**src/rtl/seq_driver_if.sv**
```systemverilog
// -----------------------------------------------------------------------------
// seq_driver_if
//
// Bundles the control, status and downstream-FSM signals of seq_driver so the
// driver and whatever sits around it connect through one port.
//
// Parameters
//   GAP_W      width of the inter-symbol gap count
//   LAP_W      width of the lap request and lap counter
//
// Signals (direction as seen by the driver, modport slave)
//   start      in   one-cycle request to begin a run
//   stop       in   request to end the current run
//   gap_cycles in   idle cycles between emitted symbols
//   laps_req   in   number of 32-symbol laps to run, 0 = run until stop
//   dut_state  in   state read back from the downstream 32-state FSM
//   sym        out  symbol driven to the downstream FSM
//   sym_valid  out  high in a cycle that emits an advancing symbol
//   pos        out  expected downstream state
//   busy       out  high whenever the controller is not idle
//   lap_done   out  one-cycle pulse on each lap completion
//   laps_cnt   out  laps completed in the current run
//   mismatch   out  sticky readback-error flag
//   err_cnt    out  saturating readback-error count
// -----------------------------------------------------------------------------
interface seq_driver_if #(
    parameter int GAP_W = 4,
    parameter int LAP_W = 4
);
    logic             start;
    logic             stop;
    logic [GAP_W-1:0] gap_cycles;
    logic [LAP_W-1:0] laps_req;
    logic [4:0]       dut_state;
    logic [1:0]       sym;
    logic             sym_valid;
    logic [4:0]       pos;
    logic             busy;
    logic             lap_done;
    logic [LAP_W-1:0] laps_cnt;
    logic             mismatch;
    logic [7:0]       err_cnt;

    // Driver side.
    modport slave (
        input  start, stop, gap_cycles, laps_req, dut_state,
        output sym, sym_valid, pos, busy, lap_done, laps_cnt, mismatch, err_cnt
    );

    // Controlling side (test bench or system controller).
    modport master (
        output start, stop, gap_cycles, laps_req, dut_state,
        input  sym, sym_valid, pos, busy, lap_done, laps_cnt, mismatch, err_cnt
    );
endinterface : seq_driver_if

```
**src/rtl/seq_driver.sv**
```systemverilog
// -----------------------------------------------------------------------------
// seq_driver
//
// Walks a downstream 32-state sequence FSM around its ring. Each EMIT cycle
// drives the advancing symbol pos[1:0]; every other cycle drives the
// non-advancing symbol (pos[1:0]+2) mod 4. An optional gap of idle cycles
// separates emissions, and a run ends after a requested number of 32-symbol
// laps or on stop. pos tracks where the downstream FSM should be and survives
// between runs.
//
// Parameters
//   GAP_W      width of gap_cycles and of the gap counter
//   LAP_W      width of laps_req and laps_cnt (must match the interface)
//
// Ports
//   clk        single clock, rising edge
//   reset_n    asynchronous active-low reset; assertion is immediate,
//              release is synchronised to clk
//   bus        seq_driver_if.slave, see the interface for signal list
//
// Configuration
//   SEQ_DRV_CHECK_EN  when defined, dut_state is compared with pos in the
//                     cycle after every emission; differences set the sticky
//                     mismatch flag and bump the saturating err_cnt. When
//                     undefined, dut_state is ignored and both read 0.
// -----------------------------------------------------------------------------
module seq_driver #(
    parameter int GAP_W = 4,
    parameter int LAP_W = 4
) (
    input  logic         clk,
    input  logic         reset_n,
    seq_driver_if.slave  bus
);

    typedef enum logic [1:0] {
        IDLE = 2'd0,
        EMIT = 2'd1,
        GAP  = 2'd2
    } state_t;

    // -------------------------------------------------------------------------
    // Reset synchroniser: assertion reaches the core immediately (the flops
    // clear asynchronously), release is delayed by two clk edges so the FSM
    // never sees a reset edge close to its clock.
    // -------------------------------------------------------------------------
    logic [1:0] rst_sync;
    logic       rst_sync_n;

    always_ff @(posedge clk or negedge reset_n) begin
        if (!reset_n) begin
            rst_sync <= 2'b00;
        end else begin
            rst_sync <= {rst_sync[0], 1'b1};
        end
    end

    assign rst_sync_n = rst_sync[1];

    // -------------------------------------------------------------------------
    // State
    // -------------------------------------------------------------------------
    state_t           state_q, state_d;
    logic [4:0]       pos_q;
    logic [GAP_W-1:0] gap_lat_q;
    logic [GAP_W-1:0] gap_cnt_q, gap_cnt_d;
    logic [LAP_W-1:0] laps_lat_q;
    logic [LAP_W-1:0] laps_cnt_q, laps_cnt_d;
    logic             lap_done_q;

    logic             start_acc;
    logic             emit;
    logic             lap_wrap;
    logic [LAP_W-1:0] laps_next;

    // stop outranks start in IDLE; start is only looked at in IDLE, so it is
    // ignored for the whole of a run.
    assign start_acc = (state_q == IDLE) && bus.start && !bus.stop;
    assign emit      = (state_q == EMIT);
    assign lap_wrap  = emit && (pos_q == 5'd31);
    assign laps_next = laps_cnt_q + LAP_W'(lap_wrap);

    // -------------------------------------------------------------------------
    // Next-state logic
    // -------------------------------------------------------------------------
    // NOTE: every variable gets a default at the top of the block, so no path
    // through the case statement can leave one unassigned and infer a latch.
    always_comb begin
        state_d    = state_q;
        gap_cnt_d  = gap_cnt_q;
        laps_cnt_d = laps_cnt_q;

        case (state_q)
            IDLE: begin
                if (start_acc) begin
                    state_d    = EMIT;
                    laps_cnt_d = '0;
                    gap_cnt_d  = '0;
                end
            end

            EMIT: begin
                // The emission in progress always completes, including its
                // lap count, even when stop is asserted.
                laps_cnt_d = laps_next;
                if (bus.stop) begin
                    state_d = IDLE;
                end else if ((laps_lat_q != '0) && (laps_next == laps_lat_q)) begin
                    state_d = IDLE;
                end else if (gap_lat_q == '0) begin
                    state_d = EMIT;
                end else begin
                    state_d   = GAP;
                    gap_cnt_d = gap_lat_q;
                end
            end

            GAP: begin
                // gap_cnt_q counts the remaining gap cycles including this one.
                if (bus.stop) begin
                    state_d   = IDLE;
                    gap_cnt_d = '0;
                end else if (gap_cnt_q <= GAP_W'(1)) begin
                    state_d   = EMIT;
                    gap_cnt_d = '0;
                end else begin
                    gap_cnt_d = gap_cnt_q - GAP_W'(1);
                end
            end

            default: begin
                state_d   = IDLE;
                gap_cnt_d = '0;
            end
        endcase
    end

    // -------------------------------------------------------------------------
    // Registers
    // -------------------------------------------------------------------------
    // NOTE: sequential state uses non-blocking assignments only, so every
    // flop samples the pre-edge values regardless of block evaluation order.
    always_ff @(posedge clk or negedge rst_sync_n) begin
        if (!rst_sync_n) begin
            state_q    <= IDLE;
            pos_q      <= '0;
            gap_lat_q  <= '0;
            laps_lat_q <= '0;
            gap_cnt_q  <= '0;
            laps_cnt_q <= '0;
            lap_done_q <= 1'b0;
        end else begin
            state_q    <= state_d;
            gap_cnt_q  <= gap_cnt_d;
            laps_cnt_q <= laps_cnt_d;
            lap_done_q <= lap_wrap;
            if (emit) begin
                pos_q <= pos_q + 5'd1;
            end
            if (start_acc) begin
                gap_lat_q  <= bus.gap_cycles;
                laps_lat_q <= bus.laps_req;
            end
        end
    end

    // -------------------------------------------------------------------------
    // Outputs, decoded straight from registered state so the symbol lines up
    // with the cycle that pos describes.
    // -------------------------------------------------------------------------
    assign bus.sym       = emit ? pos_q[1:0] : (pos_q[1:0] + 2'd2);
    assign bus.sym_valid = emit;
    assign bus.pos       = pos_q;
    assign bus.busy      = (state_q != IDLE);
    assign bus.lap_done  = lap_done_q;
    assign bus.laps_cnt  = laps_cnt_q;

    // -------------------------------------------------------------------------
    // Optional readback checker
    // -------------------------------------------------------------------------
`ifdef SEQ_DRV_CHECK_EN
    logic       chk_pend_q;
    logic       mismatch_q;
    logic [7:0] err_cnt_q;

    // The downstream FSM advances on the same edge as pos, so one cycle after
    // an emission both should hold the same value.
    always_ff @(posedge clk or negedge rst_sync_n) begin
        if (!rst_sync_n) begin
            chk_pend_q <= 1'b0;
            mismatch_q <= 1'b0;
            err_cnt_q  <= '0;
        end else begin
            chk_pend_q <= emit;
            if (start_acc) begin
                // A new run starts clean; a check still pending from the
                // previous run's last emission is dropped with it.
                mismatch_q <= 1'b0;
                err_cnt_q  <= '0;
            end else if (chk_pend_q && (bus.dut_state != pos_q)) begin
                mismatch_q <= 1'b1;
                if (err_cnt_q != 8'hFF) begin
                    err_cnt_q <= err_cnt_q + 8'd1;
                end
            end
        end
    end

    assign bus.mismatch = mismatch_q;
    assign bus.err_cnt  = err_cnt_q;
`else
    // Readback is not used in this build.
    wire unused_dut_state = ^bus.dut_state;

    assign bus.mismatch = 1'b0;
    assign bus.err_cnt  = 8'd0;
`endif

endmodule : seq_driver

```
**src/flat_wrapper.sv**
```systemverilog
// flat-port wrapper written by rule: the top's interface ports become plain ports
module seq_driver_flat 
#(
    parameter int GAP_W = 4,
    parameter int LAP_W = 4
)
  (clk, reset_n, bus_start, bus_stop, bus_gap_cycles, bus_laps_req, bus_dut_state, bus_sym, bus_sym_valid, bus_pos, bus_busy, bus_lap_done, bus_laps_cnt, bus_mismatch, bus_err_cnt);
  seq_driver_if #(.GAP_W(GAP_W), .LAP_W(LAP_W)) bus_i ();
  input  logic clk;
  input  logic reset_n;
  input wire logic [$bits(bus_i.start)-1:0] bus_start;
  input wire logic [$bits(bus_i.stop)-1:0] bus_stop;
  input wire logic [$bits(bus_i.gap_cycles)-1:0] bus_gap_cycles;
  input wire logic [$bits(bus_i.laps_req)-1:0] bus_laps_req;
  input wire logic [$bits(bus_i.dut_state)-1:0] bus_dut_state;
  output wire logic [$bits(bus_i.sym)-1:0] bus_sym;
  output wire logic [$bits(bus_i.sym_valid)-1:0] bus_sym_valid;
  output wire logic [$bits(bus_i.pos)-1:0] bus_pos;
  output wire logic [$bits(bus_i.busy)-1:0] bus_busy;
  output wire logic [$bits(bus_i.lap_done)-1:0] bus_lap_done;
  output wire logic [$bits(bus_i.laps_cnt)-1:0] bus_laps_cnt;
  output wire logic [$bits(bus_i.mismatch)-1:0] bus_mismatch;
  output wire logic [$bits(bus_i.err_cnt)-1:0] bus_err_cnt;
  assign bus_i.start = bus_start;
  assign bus_i.stop = bus_stop;
  assign bus_i.gap_cycles = bus_gap_cycles;
  assign bus_i.laps_req = bus_laps_req;
  assign bus_i.dut_state = bus_dut_state;
  assign bus_sym = bus_i.sym;
  assign bus_sym_valid = bus_i.sym_valid;
  assign bus_pos = bus_i.pos;
  assign bus_busy = bus_i.busy;
  assign bus_lap_done = bus_i.lap_done;
  assign bus_laps_cnt = bus_i.laps_cnt;
  assign bus_mismatch = bus_i.mismatch;
  assign bus_err_cnt = bus_i.err_cnt;
  seq_driver #(.GAP_W(GAP_W), .LAP_W(LAP_W)) u_core (.clk(clk), .reset_n(reset_n), .bus(bus_i));
endmodule
```
**config.mk**
```make
export PLATFORM = sky130hd
export DESIGN_NAME = seq_driver_flat
export DESIGN_NICKNAME = d
export VERILOG_FILES = /design/src/rtl/seq_driver_if.sv /design/src/rtl/seq_driver.sv /design/src/flat_wrapper.sv
export SDC_FILE = /design/constraint.sdc
export NUM_CORES = 1
export LEC_CHECK = 0
export ABC_AREA = 1
export CORE_MARGIN = 2
export CORE_UTILIZATION = 52
export DETAILED_ROUTE_END_ITERATION = 8
export PLACE_DENSITY = 0.94
export SYNTH_ARGS = -nofsm -noshare
export SYNTH_HDL_FRONTEND = slang
export SYNTH_SLANG_ARGS = --single-unit
export TNS_END_PERCENT = 5
```
**constraint.sdc**
```tcl
create_clock -name clk -period 4 [get_ports clk]
set_input_delay 0.8 -clock clk [delete_from_list [all_inputs] [get_ports clk]]
set_output_delay 0.8 -clock clk [all_outputs]
set_load 0.01 [all_outputs]
```
==> metrics <==
Die Wd 58.6 um; largest cells by area after synthesis dfrtp_1 42%, nand2_1 15%, ha_1 8.1%, inv_1 5.1%, buf_4 4.8%; worst min-delay path category register to register; post-layout min period 2.98 ns; Worst EP required 3.20 ns; max cap viols 0; GP Congestion 0.875; die outline area 3440 um2; DRC 1; VDD IR max 0.000548 V; Die Span Y 58.6 um; core area 2810 um2; layout cells sized above 1 0.0691; skew final 0.00968 ns; number of synthesized flops with an enable pin 0; DRT Pass-1 Iters 6; post-synth top area share 0.419; post-synthesis compound-gate area fraction 0.0717; Filler cells 206; vias in the first global route 1211; clock root buffer clkbuf_4; CTS clk-pin slew, worst paths 0.15 ns; CTS resizes 0; synth cell count leaders 60 x nand2_1, 26 x dfrtp_1, 21 x inv_1; row count 19; #FFs+latches synth 26; first-pass GRT wire length 5.27 mm; overall global routing resource usage 0.204; H-Tree Depth 1; biggest area consumer among synthesized cells dfrtp_1; placed inst area 1790 um2; critical path arrival 2.18 ns; nets 245; I/O Pins 40; gr ovfl total 0; Syn Area/Cell 8.13 um2; Post-Synth XOR/XNOR Area 0.0338; Distinct cells, synth 27; PortBufs 25; clock sinks 26; Main synth FF type dfrtp_1; CTS tree done; Pwr Density 731 nW/um2; clock tree buffer depth 2; mux share of post-synthesis cell area 0; Final setup viols 0; DR WL/cell 12.8 um; Detailed Place HPWL 2.41 mm; asr flop ratio synth 1.00; Routed Antenna Nets 0; drt total wl 3.17 mm; leakage 0.899 nW; vias per std cell 5.24; fin crit share 0.744; ant diodes 0; Place WS 1.40 ns; Area growth, synth to finish 18.9%; Mapped Area 1550 um2; Fin. Hold Viols 0; Synth Warn # 0; fmax 336 MHz; Cells after Synth 191; initial DRC count 57; Pins Over Slew Limit 0; Worst Setup Slack, final 1.02 ns; Skew-Pair Late Insertion Delay 0.34 ns; outcome finished, violations left; largest net degree at the start of global routing 25; adder-cell share of the synthesized area 0.0806; hold-fix buffer count after cts 0; DR vias 1299; postcts setup bufs 0; Crit Path Category register to primary output; post-synthesis sequential area ratio 0.419; CTS Buf Count 3; Initial Util 0.554; design area 1850 um2; initial antenna violation count 0; critical path capture point type primary output; Worst Setup Start Kind register; largest family of logic cells by synthesized area simple AND/OR/NAND/NOR gates; Slew HR 0.383; Post-Layout Cell Count 248; Worst Tran Pin Value 0.926 ns; placed cells 244; most common cell in the synthesized netlist nand2_1; failing checks design-rule violations; RSZ-0062 raised after global routing false; simple-gate portion of the synthesized area 0.277; Power Total 1.35 mW; setup tns final 0 ns; CP Max Fanout 14
critical path: stages (launching register included):
cell and delay, ns:
dfrtp_1 0.43, inv_1 0.12, ha_1 0.56, xnor2_1 0.18, clkdlybuf4s50_1 0.56
worst paths after layout:
path,cells past startpoint,slack (ns),start,to
max,4,1.02,u_core.state_q[1]$_DFFE_PN0P_,bus_sym[1]
min,0,0.38,u_core.rst_sync[0]$_DFF_PN0_,u_core.rst_sync[1]$_DFF_PN0_
max reg2reg,13,1.36,u_core.state_q[1]$_DFFE_PN0P_,u_core.gap_cnt_q[1]$_DFFE_PN0P_
min reg2reg,0,0.38,u_core.rst_sync[0]$_DFF_PN0_,u_core.rst_sync[1]$_DFF_PN0_
max in group asynchronous,0,3.04,u_core.rst_sync[1]$_DFF_PN0_,u_core.gap_cnt_q[0]$_DFFE_PN0P_
min in group asynchronous,0,0.39,u_core.rst_sync[1]$_DFF_PN0_,u_core.bus.pos[0]$_DFFE_PN0P_
cell usage in the layout, fill, tap and decap left out, types with 2 or more instances in the layout:
| cell type | instances |
|---|---|
| nand2_1 | 60 |
| dfrtp_1 | 26 |
| clkdlybuf4s50_1 | 25 |
| inv_1 | 21 |
| nand3_1 | 11 |
| ha_1 | 10 |
| conb_1 | 10 |
| nand4_1 | 7 |
| o21ai_0 | 7 |
| nor2_1 | 7 |
| a21oi_1 | 5 |
| xnor2_1 | 4 |
| o22ai_1 | 3 |
| clkbuf_4 | 3 |
| inv_2 | 2 |
| xor2_1 | 2 |
| a21oi_4 | 2 |
metrics by stage:
| stage | hold WS, ns | utilization |
|---|---|---|
| finish | 0.376 | 0.658 |
| detailed placement | 0.345 | 0.640 |
| CTS | 0.379 | 0.658 |
| global placement | 0.340 | 0.640 |
| global route | 0.388 | 0.658 |
| floorplan | 0.307 | - |
state kept, by name (all words and copies together), names as in the netlist:
signal and count:
u_core.rst_sync 2, u_core.bus.laps_cnt 4, u_core.bus.lap_done 1, u_core.laps_lat_q 4, u_core.state_q 2, u_core.gap_cnt_q 4
u_core.gap_lat_q 4, u_core.bus.pos 5
power by group:
part | switching, mW | total [mW] | leakage, nW | internal (mW)
clock network | 0.0861 | 0.188 | 0.0279 | 0.102
logic | 0.414 | 0.713 | 0.538 | 0.299
registers | 0.0923 | 0.449 | 0.334 | 0.357
total | 0.593 | 1.35 | 0.899 | 0.758
kinds of logic after synthesis:
| family | Yosys count |
|---|---|
| other | 2 |
| AOI/OAI and AO/OA | 17 |
| DFF | 26 |
| buffers and inverters | 36 |
| and+or+nand+nor | 94 |
| adders and majority gates | 10 |
| xor gates and xnor gates | 6 |
per-layer routing:
layer / global-route usage / wire length, um / share of wire / vias up
li1: - / - / - / 636
met5: 0 / 0 / 0 / -
met4: 0.110 / 74 / 0.023 / 0
met2: 0.355 / 1620 / 0.51 / 46
met1: 0.245 / 1270 / 0.40 / 608
met3: 0.0286 / 197 / 0.062 / 9
layout make-up:
| cell class | instances | area (um2) | area share |
|---|---|---|---|
| multi-input combinational | 137 | 757 | 0.410 |
| clock inverter | 1 | 30.0 | 0.0163 |
| timing repair buffer | 26 | 258 | 0.140 |
| sequential | 26 | 651 | 0.352 |
| clock buffer | 3 | 22.5 | 0.0122 |
| inverter | 24 | 90.1 | 0.0488 |
| tap | 31 | 38.8 | 0.0210 |
(Power assumes the default switching activity.)
